### src/rtl/alu_pkg.sv
// Shared definitions for the execution-stage ALU and the ALU control decoder.
// Holds the 4-bit ALUOperation codes, the ALU FSM state encoding and the
// default operand/shift-amount widths.
package alu_pkg;

  localparam int unsigned DATA_WIDTH_DEF  = 32;
  localparam int unsigned SHAMT_WIDTH_DEF = 5;

  localparam logic [3:0] OP_AND = 4'b0000;
  localparam logic [3:0] OP_OR  = 4'b0001;
  localparam logic [3:0] OP_NOR = 4'b0010;
  localparam logic [3:0] OP_ADD = 4'b0011;
  localparam logic [3:0] OP_SUB = 4'b0100;
  localparam logic [3:0] OP_LUI = 4'b0101;
  localparam logic [3:0] OP_JAL = 4'b0110;
  localparam logic [3:0] OP_SRL = 4'b0111;
  localparam logic [3:0] OP_SLL = 4'b1000;
  localparam logic [3:0] OP_JR  = 4'b1001;

  typedef enum logic {
    ST_IDLE,
    ST_SHIFT
  } alu_state_t;

endpackage

### src/rtl/multicycle_alu_serial_shifter.sv
// Serial one-bit-per-clock shifter used for SLL/SRL.
// Ports:
//   clk, reset      clock, asynchronous active-low reset
//   load            capture data/count/direction
//   step            shift accumulator one bit, decrement counter
//   shift_left      direction captured on load (1 = left, 0 = logical right)
//   data, count     initial accumulator value and number of shifts
//   acc_next        accumulator value after the current step
//   last            this step brings the counter to zero
module multicycle_alu_serial_shifter #(
  parameter int unsigned DATA_WIDTH  = 32,
  parameter int unsigned SHAMT_WIDTH = 5
) (
  input  logic                   clk,
  input  logic                   reset,
  input  logic                   load,
  input  logic                   step,
  input  logic                   shift_left,
  input  logic [DATA_WIDTH-1:0]  data,
  input  logic [SHAMT_WIDTH-1:0] count,
  output logic [DATA_WIDTH-1:0]  acc_next,
  output logic                   last
);

  logic [DATA_WIDTH-1:0]  acc;
  logic [SHAMT_WIDTH-1:0] cnt;
  logic                   left;

  always_ff @(posedge clk or negedge reset) begin
    if (!reset) begin
      acc  <= '0;
      cnt  <= '0;
      left <= 1'b0;
    end else if (load) begin
      acc  <= data;
      cnt  <= count;
      left <= shift_left;
    end else if (step) begin
      acc <= acc_next;
      cnt <= cnt - SHAMT_WIDTH'(1);
    end
  end

  always_comb begin
    acc_next = left ? (acc << 1) : (acc >> 1);
    last     = step && (cnt == SHAMT_WIDTH'(1));
  end

endmodule

### src/rtl/multicycle_alu.sv
// Multicycle execution-stage ALU. Single-cycle logical/arithmetic/LUI/pass
// operations; SLL/SRL run through a serial shifter with a busy/done handshake.
// Ports:
//   clk, reset     clock, asynchronous active-low reset
//   start          request, accepted when not busy
//   ALUOperation   4-bit operation code
//   A, B, shamt    operands and shift amount (latched at accept)
//   busy           shift in progress
//   done           one-cycle pulse, outputs valid
//   ALUResult      registered result
//   Zero           registered (ALUResult == 0)
//   IllegalOp      registered, unsupported opcode
module multicycle_alu
  import alu_pkg::*;
#(
  parameter int unsigned DATA_WIDTH  = DATA_WIDTH_DEF,
  parameter int unsigned SHAMT_WIDTH = SHAMT_WIDTH_DEF
) (
  input  logic                   clk,
  input  logic                   reset,
  input  logic                   start,
  input  logic [3:0]             ALUOperation,
  input  logic [DATA_WIDTH-1:0]  A,
  input  logic [DATA_WIDTH-1:0]  B,
  input  logic [SHAMT_WIDTH-1:0] shamt,
  output logic                   busy,
  output logic                   done,
  output logic [DATA_WIDTH-1:0]  ALUResult,
  output logic                   Zero,
  output logic                   IllegalOp
);

  alu_state_t            state, state_nx;
  logic                  is_shift;
  logic                  shift_load;
  logic                  shift_step;
  logic                  shift_last;
  logic                  finish;
  logic                  illegal_imm, illegal_d;
  logic [DATA_WIDTH-1:0] imm_result, result_d, acc_next;

  // Single-cycle result. Shift codes only reach this path with shamt == 0,
  // where the result is B unchanged.
  always_comb begin
    imm_result  = '0;
    illegal_imm = 1'b0;
    case (ALUOperation)
      OP_AND:         imm_result = A & B;
      OP_OR:          imm_result = A | B;
      OP_NOR:         imm_result = ~(A | B);
      OP_ADD:         imm_result = A + B;
      OP_SUB:         imm_result = A - B;
      OP_LUI:         imm_result = B << 16;
      OP_JAL:         imm_result = B;
      OP_SRL, OP_SLL: imm_result = B;
      OP_JR:          imm_result = A;
      default:        illegal_imm = 1'b1;
    endcase
  end

  assign is_shift   = (ALUOperation == OP_SRL) || (ALUOperation == OP_SLL);
  assign shift_step = (state == ST_SHIFT);
  assign busy       = (state == ST_SHIFT);

  multicycle_alu_serial_shifter #(
    .DATA_WIDTH  (DATA_WIDTH),
    .SHAMT_WIDTH (SHAMT_WIDTH)
  ) u_shifter (
    .clk        (clk),
    .reset      (reset),
    .load       (shift_load),
    .step       (shift_step),
    .shift_left (ALUOperation == OP_SLL),
    .data       (B),
    .count      (shamt),
    .acc_next   (acc_next),
    .last       (shift_last)
  );

  always_ff @(posedge clk or negedge reset) begin
    if (!reset) state <= ST_IDLE;
    else        state <= state_nx;
  end

  always_comb begin
    state_nx   = state;
    shift_load = 1'b0;
    finish     = 1'b0;
    result_d   = imm_result;
    illegal_d  = illegal_imm;
    case (state)
      ST_IDLE: begin
        if (start) begin
          if (is_shift && (shamt != '0)) begin
            shift_load = 1'b1;
            state_nx   = ST_SHIFT;
          end else begin
            finish = 1'b1;
          end
        end
      end
      ST_SHIFT: begin
        // Final step: take the shifted value directly so done lands on the
        // same edge the counter hits zero.
        if (shift_last) begin
          finish    = 1'b1;
          result_d  = acc_next;
          illegal_d = 1'b0;
          state_nx  = ST_IDLE;
        end
      end
      default: state_nx = ST_IDLE;
    endcase
  end

  always_ff @(posedge clk or negedge reset) begin
    if (!reset) begin
      done      <= 1'b0;
      ALUResult <= '0;
      Zero      <= 1'b1;
      IllegalOp <= 1'b0;
    end else begin
      done <= finish;
      if (finish) begin
        ALUResult <= result_d;
        Zero      <= (result_d == '0);
        IllegalOp <= illegal_d;
      end
    end
  end

endmodule

### config.mk
export PLATFORM = sky130hd
export DESIGN_NAME = multicycle_alu
export DESIGN_NICKNAME = d
export VERILOG_FILES = /design/src/rtl/alu_pkg.sv /design/src/rtl/multicycle_alu_serial_shifter.sv /design/src/rtl/multicycle_alu.sv
export SDC_FILE = /design/constraint.sdc
export NUM_CORES = 1
export LEC_CHECK = 0
export ABC_AREA = 1
export CORE_MARGIN = 5
export CORE_UTILIZATION = 52
export DETAILED_ROUTE_END_ITERATION = 6
export HOLD_SLACK_MARGIN = 0.03
export PLACE_DENSITY_LB_ADDON = 0.12
export RECOVER_POWER = 100
export SLEW_MARGIN = 40
export SYNTH_ARGS = -nofsm -noshare
export SYNTH_HDL_FRONTEND = slang
export SYNTH_SLANG_ARGS = --single-unit
### constraint.sdc
create_clock -name clk -period 1.75 [get_ports clk]
set_input_delay 0.35 -clock clk [delete_from_list [all_inputs] [get_ports clk]]
set_output_delay 0.35 -clock clk [all_outputs]
set_load 0.1 [all_outputs]
==> metrics.md, run 1 <==
| Metric | Value |
|---|---|
| Stopped at | 5_1_grt |
| Gpl congestion | 1.02 |
| FP Rows | 47 |
| Distinct cell type count of the synthesized netlist | 46 |
| Synth warn | 0 |
| Err | [ERROR GRT-0232] Routing congestion too high. Check the congestion heatmap in the GUI. |
| H-tree depth | 3 |
| Clock sink total | 74 |
| Outcome | aborted with a tool error |
| Post-Syn Nets | 1658 |
| CTS buffer count | 9 |
| Global Route Usage Sum | 86.9% |
| Root Buffer | clkbuf_16 |
| Largest net degree at the start of global routing | 43 |
| Post-Syn Area | 8850 µm² |
| Syn Inst Count | 1545 |
| # port buffers | 111 |
| GR Overflow Total | 640 |
| I/O pin cnt | 112 |
| DPL Wire Length | 31400 µm |
| Post-synthesis register bit count | 74 |
| Setup WS pre-CTS | -2.62 ns |
| Initial Utilization | 53.2% |
| Post-Syn Area per Cell | 5.73 µm² |
| Maximum clock path buffer count | 2 |
| Register area share after synthesis | 20.9% |
| Worst Endpoint after GRT Repair | Zero$_DFFE_PN1P_/D |
| Chip width | 140 µm |
| Worst EP kind | register data pin |
| Die height | 140 µm |
[cell families after synthesis]
logic type | share of synthesized area [%]
fa+ha+maj | 5.32
flops | 20.9
compound gates | 16.9
simple gates | 39.9
xor+xnor | 3.07
mux | 0.113
buf+inv | 13.8
[synthesized netlist by cell type, drive strengths merged]
cell | count | area (µm²)
or2 | 21 | 131
nand2 | 499 | 1890
o211ai | 2 | 15.0
clkbuf | 25 | 97.6
xnor2 | 1 | 8.76
fa | 1 | 20.0
ha | 36 | 450
o2111ai | 1 | 8.76
nand3 | 100 | 500
dfrtp | 73 | 1830
o221ai | 26 | 228
nor3 | 14 | 70.1
o21ai | 98 | 494
dfstp | 1 | 26.3
o31ai | 2 | 15.0
and3 | 1 | 6.26
buf | 29 | 204
o32ai | 2 | 17.5
a21oi | 81 | 409
mux2i | 1 | 10.0
a21o | 1 | 7.51
o21bai | 1 | 7.51
nor4 | 14 | 87.6
nand4 | 9 | 56.3
a211oi | 8 | 65.1
o22ai | 6 | 37.5
a31oi | 26 | 163
inv | 246 | 923
nor2 | 171 | 669
xor2 | 30 | 263
a21boi | 2 | 15.0
nand3b | 16 | 120
a221oi | 1 | 8.76
[per-layer routing]
metal  GRT overflow  global-route usage (%)
met3              9                    71.3
met1              5                    83.7
met4            225                    95.3
met2            397                     103
met5              4                    37.1
[timing repair]
item,in CTS
endpoints found under the hold margin,33
setup endpoints to repair,74
hold buffers,1
resized for setup,197
cloned,3
buffers inserted,30
pin swaps,89
[per-stage QoR]
step                cell area, µm²  cells  setup TNS, ns  utilization (%)
CTS                          14500   2190         -40.50             87.1
floorplan                     9300   1545         -25.66                -
detailed placement           13200   2143         -99.63             79.5
global placement             13200   2143         -94.92             79.5
==> run 2, diff against run 1 <==
--- a/config.mk
+++ b/config.mk
@@ -7,10 +7,9 @@
 export LEC_CHECK = 0
 export ABC_AREA = 1
 export CORE_MARGIN = 5
-export CORE_UTILIZATION = 52
+export CORE_UTILIZATION = 40
 export DETAILED_ROUTE_END_ITERATION = 6
-export HOLD_SLACK_MARGIN = 0.03
-export PLACE_DENSITY_LB_ADDON = 0.12
+export PLACE_DENSITY_LB_ADDON = 0.15
 export RECOVER_POWER = 100
 export SLEW_MARGIN = 40
 export SYNTH_ARGS = -nofsm -noshare
==> constraint.sdc (replaced) <==
create_clock -name clk -period 2.27 [get_ports clk]
set_input_delay 0.454 -clock clk [delete_from_list [all_inputs] [get_ports clk]]
set_output_delay 0.454 -clock clk [all_outputs]
set_load 0.1 [all_outputs]
==> run 2 against run 1 <==
The flow now finishes, with violations (setup timing). Synthesized area is the same. Synthesized cell count is the same.
==> metrics.md, run 2 <==
| Metric | Value |
|---|---|
| Crit-path max cell delay | 0.33 ns |
| Post-synthesis register bit count | 74 (unchanged) |
| Max IR drop VDD | 0.727 mV |
| First-pass GRT wire length | 60500 µm |
| Hold WC Path Type | in2async |
| Most common cell after layout, fill and taps aside | nand2_1 |
| DPL Wire Length | 30000 µm (was 31400 µm) |
| Largest net degree at the start of global routing | 52 |
| Outcome | finished, violations left (was aborted with a tool error) |
| Clock sink total | 74 (unchanged) |
| Register area share after synthesis | 20.9% (unchanged) |
| Violated checks | setup timing |
| Slew Limit Fails | 0 |
| Initial antenna violation count | 0 |
| Post-Synth XOR/XNOR Area | 3.07% (unchanged) |
| Drt pass-1 iters | 5 |
| Startpoint types | input pin |
| Worst-path fanout max | 4 |
| Fillcell total | 1926 |
| Syn Inst Count | 1545 (unchanged) |
| Multiplexer share of the synthesized area | 0.113% (unchanged) |
| Cell Area, Placed | 12700 µm² (was 13200 µm²) |
| Skew final | 0.00704 ns |
| Pwr Total | 11600 µW |
| Most used cell, CP | nand2_2 |
| Synth Area in Adders | 5.32% (unchanged) |
| Final WS setup | -1.32 ns |
| GRT busiest layer | met2 |
| Vias in the first global route | 11600 |
| Root Buffer | clkbuf_16 (unchanged) |
| Final hold violation count | 0 |
| WP data arrival | 3.87 ns |
| Most common cell in the netlist | nand2_1 (unchanged) |
| Area Growth Syn to Fin | 64.7% |
| Post-synthesis compound-gate area fraction | 16.9% (unchanged) |
| Core Area | 21800 µm² |
| Final core occ | 66.8% |
| Global Route Usage Sum | 29.1% |
| Via count | 12000 |
| Slew Limit Headroom | 28.6% |
| Achievable Freq | 279 MHz |
| Path depth of the worst reg2reg path | 9 |
| GR Util met1 | 40.4% |
| # port buffers | 111 (unchanged) |
| Slew at the pin closest to its max-slew limit | 1.07 ns |
| GRT met3 Usage | 2.83% |
| RR Startpoint | u_shifter.cnt[2] |
| M2 GR Usage | 47.1% |
| WL/cell | 17.2 µm |
| Maximum clock path buffer count | 2 (unchanged) |
| Unrepaired setup endpoints after global routing | true |
| Aggregate routed wire length | 38500 µm |
| GR Overflow Total | 0 |
| Flop2flop setup slack | 0.04 ns |
| Synth top area cells | nand2_1 (21%), dfrtp_1 (21%), inv_1 (10%), nor2_1 (6.9%), nand3_1 (5.7%) (unchanged) |
| Reg2reg end | IllegalOp |
| Latest clock arrival within the worst-skew pair | 0.34 ns |
| CP required | 2.55 ns |
| Cell area after layout | 14600 µm² |
| Slowest cell on crit path | ha_1 |
| ANT cells | 0 |
| ANT nets after route | 0 |
| I/O pin cnt | 112 (unchanged) |
| H-tree depth | 3 (unchanged) |
| Tmin final | 3.59 ns |
| FP Rows | 54 (was 47) |
| Post-Syn Area | 8850 µm² (unchanged) |
| Setup CP Type | in2reg |
| Vias/cell | 5.36 |
| Top-area cell type share of the netlist area | 21.0% (unchanged) |
| Synth cell count leaders | nand2_1 (495), inv_1 (243), nor2_1 (162), nand3_1 (100), o21ai_0 (94) (unchanged) |
| Most frequent cells in the layout | nand2_1 (379), buf_4 (301), inv_1 (215) |
| LEAKAGE | 0.00732 µW |
| Share of layout cells above drive strength 1 | 38.1% |
| Yosys top cell by area | nand2_1 (unchanged) |
| Pwr/cell area | 795 nW/µm² |
| Distinct cell type count of the synthesized netlist | 46 (unchanged) |
| Post-Synth Simple-Gate Area | 39.9% (unchanged) |
| Largest family of logic cells by synthesized area | simple AND/OR/NAND/NOR gates (unchanged) |
| Critical Path Sink Type | flop |
| Die height | 159 µm (was 140 µm) |
| DRC errors left | 0 |
| Chip width | 159 µm (was 140 µm) |
| NumNets Final | 2070 |
| TritonCTS clock tree | done |
| Initial Utilization | 40.6% (was 53.2%) |
| Synth warn | 0 (unchanged) |
| Top_reg_cell synth | dfrtp_1 (unchanged) |
| Final Setup Violations | 43 |
| Biggest regs | ALUResult x32, u_shifter.acc x32, u_shifter.cnt x5 |
| Die ar. | 25200 µm² |
| Max_cap viols | 0 |
| Iter 0 DRT Violations | 876 |
| Post-Syn Area per Cell | 5.73 µm² (unchanged) |
| Post-Syn Nets | 1658 (unchanged) |
| Worst hold margin | 0.291 ns |
| Reg clk slew, reported paths | 0.06 ns |
| Gpl congestion | 0.966 (was 1.02) |
| FFs w/ async S/R, synth | 100% (unchanged) |
| CTS buffer count | 9 (unchanged) |
| EDFF count, synth | 0 (unchanged) |
| Final period util | 158% |
-- run 2: final cells by class --
cell class	instances	area, µm²	share of cell area, %
Clock buffer	10	239	1.64
Clock inverter	5	103	0.704
Inverter	246	960	6.58
Multi-Input combinational cell	1171	7360	50.5
Sequential cell	74	1850	12.7
Tap cell	280	350	2.40
Timing Repair Buffer	455	3720	25.5
-- run 2: how the worst max path moves through the flow --
stage,from,to,slack [ns],depth (start not counted)
6_report,B[1],Zero,-1.32,31
5_1_grt,B[1],Zero,-1.62,33
4_1_cts,B[0],Zero,-1.39,33
3_5_place_dp,B[0],Zero,-2.21,32
3_3_place_gp,B[0],Zero,-2.26,32
2_1_floorplan,B[0],Zero,-1.01,31
-- run 2: repair_timing --
item	4_1_cts	5_1_grt
cloned	0	0
endpoints found under the setup margin	73	36
hold buffers	0	0
setup buffers	34	11
pin swaps	124	57
resized for setup	260	139
-- run 2: report_power, final --
part,internal [µW],switching [µW]
combinational,2390,5250
clock,1100,560
sequential,1940,354
total,5420,6160
-- run 2: worst max-delay path, delay by kind of cell --
family / cells / cell delay (ns)
AND/OR/NAND/NOR: 21 / 2.06
AO/OA/AOI/OAI: 1 / 0.18
XOR/XNOR: 1 / 0.25
buffers and inverters: 6 / 0.47
adder cells (fa/ha/maj): 2 / 0.45
-- run 2: per-stage QoR --
step / std cells / setup TNS, ns / setup slack, ns
detailed placement: 2186 / -73.54 / -2.21
finish: 2241 / -24.60 / -1.32
CTS: 2233 / -26.69 / -1.39
floorplan: 1545 / -12.96 / -1.01
global placement: 2186 / -72.68 / -2.26
global route: 2241 / -34.06 / -1.62
-- run 2: kinds of logic (layout without fill, tap and decap cells) --
| logic type | Yosys count | after routing |
|---|---|---|
| muxes | 1 | 1 |
| DFF | 74 | 74 |
| xor gates and xnor gates | 31 | 31 |
| and+or+nand+nor | 845 | 845 |
| AOI/OAI and AO/OA | 257 | 257 |
| adders and majority gates | 37 | 37 |
| buffers and inverters | 300 | 716 |
-- run 2: metal layers --
layer	wire, µm	vias up
li1	-	5786
met1	16400	5612
met2	17600	521
met3	2990	94
met4	1530	0
met5	0	-
No activity file was read; power rests on OpenSTA's default activity.
==> run 3, diff against run 2 <==
--- a/config.mk
+++ b/config.mk
@@ -6,6 +6,7 @@
 export NUM_CORES = 1
 export LEC_CHECK = 0
 export ABC_AREA = 1
+export CAP_MARGIN = 20
 export CORE_MARGIN = 5
 export CORE_UTILIZATION = 40
 export DETAILED_ROUTE_END_ITERATION = 6
==> results of run 3 <==
No change in the layout: final DEF, timing and power equal those of run 2.
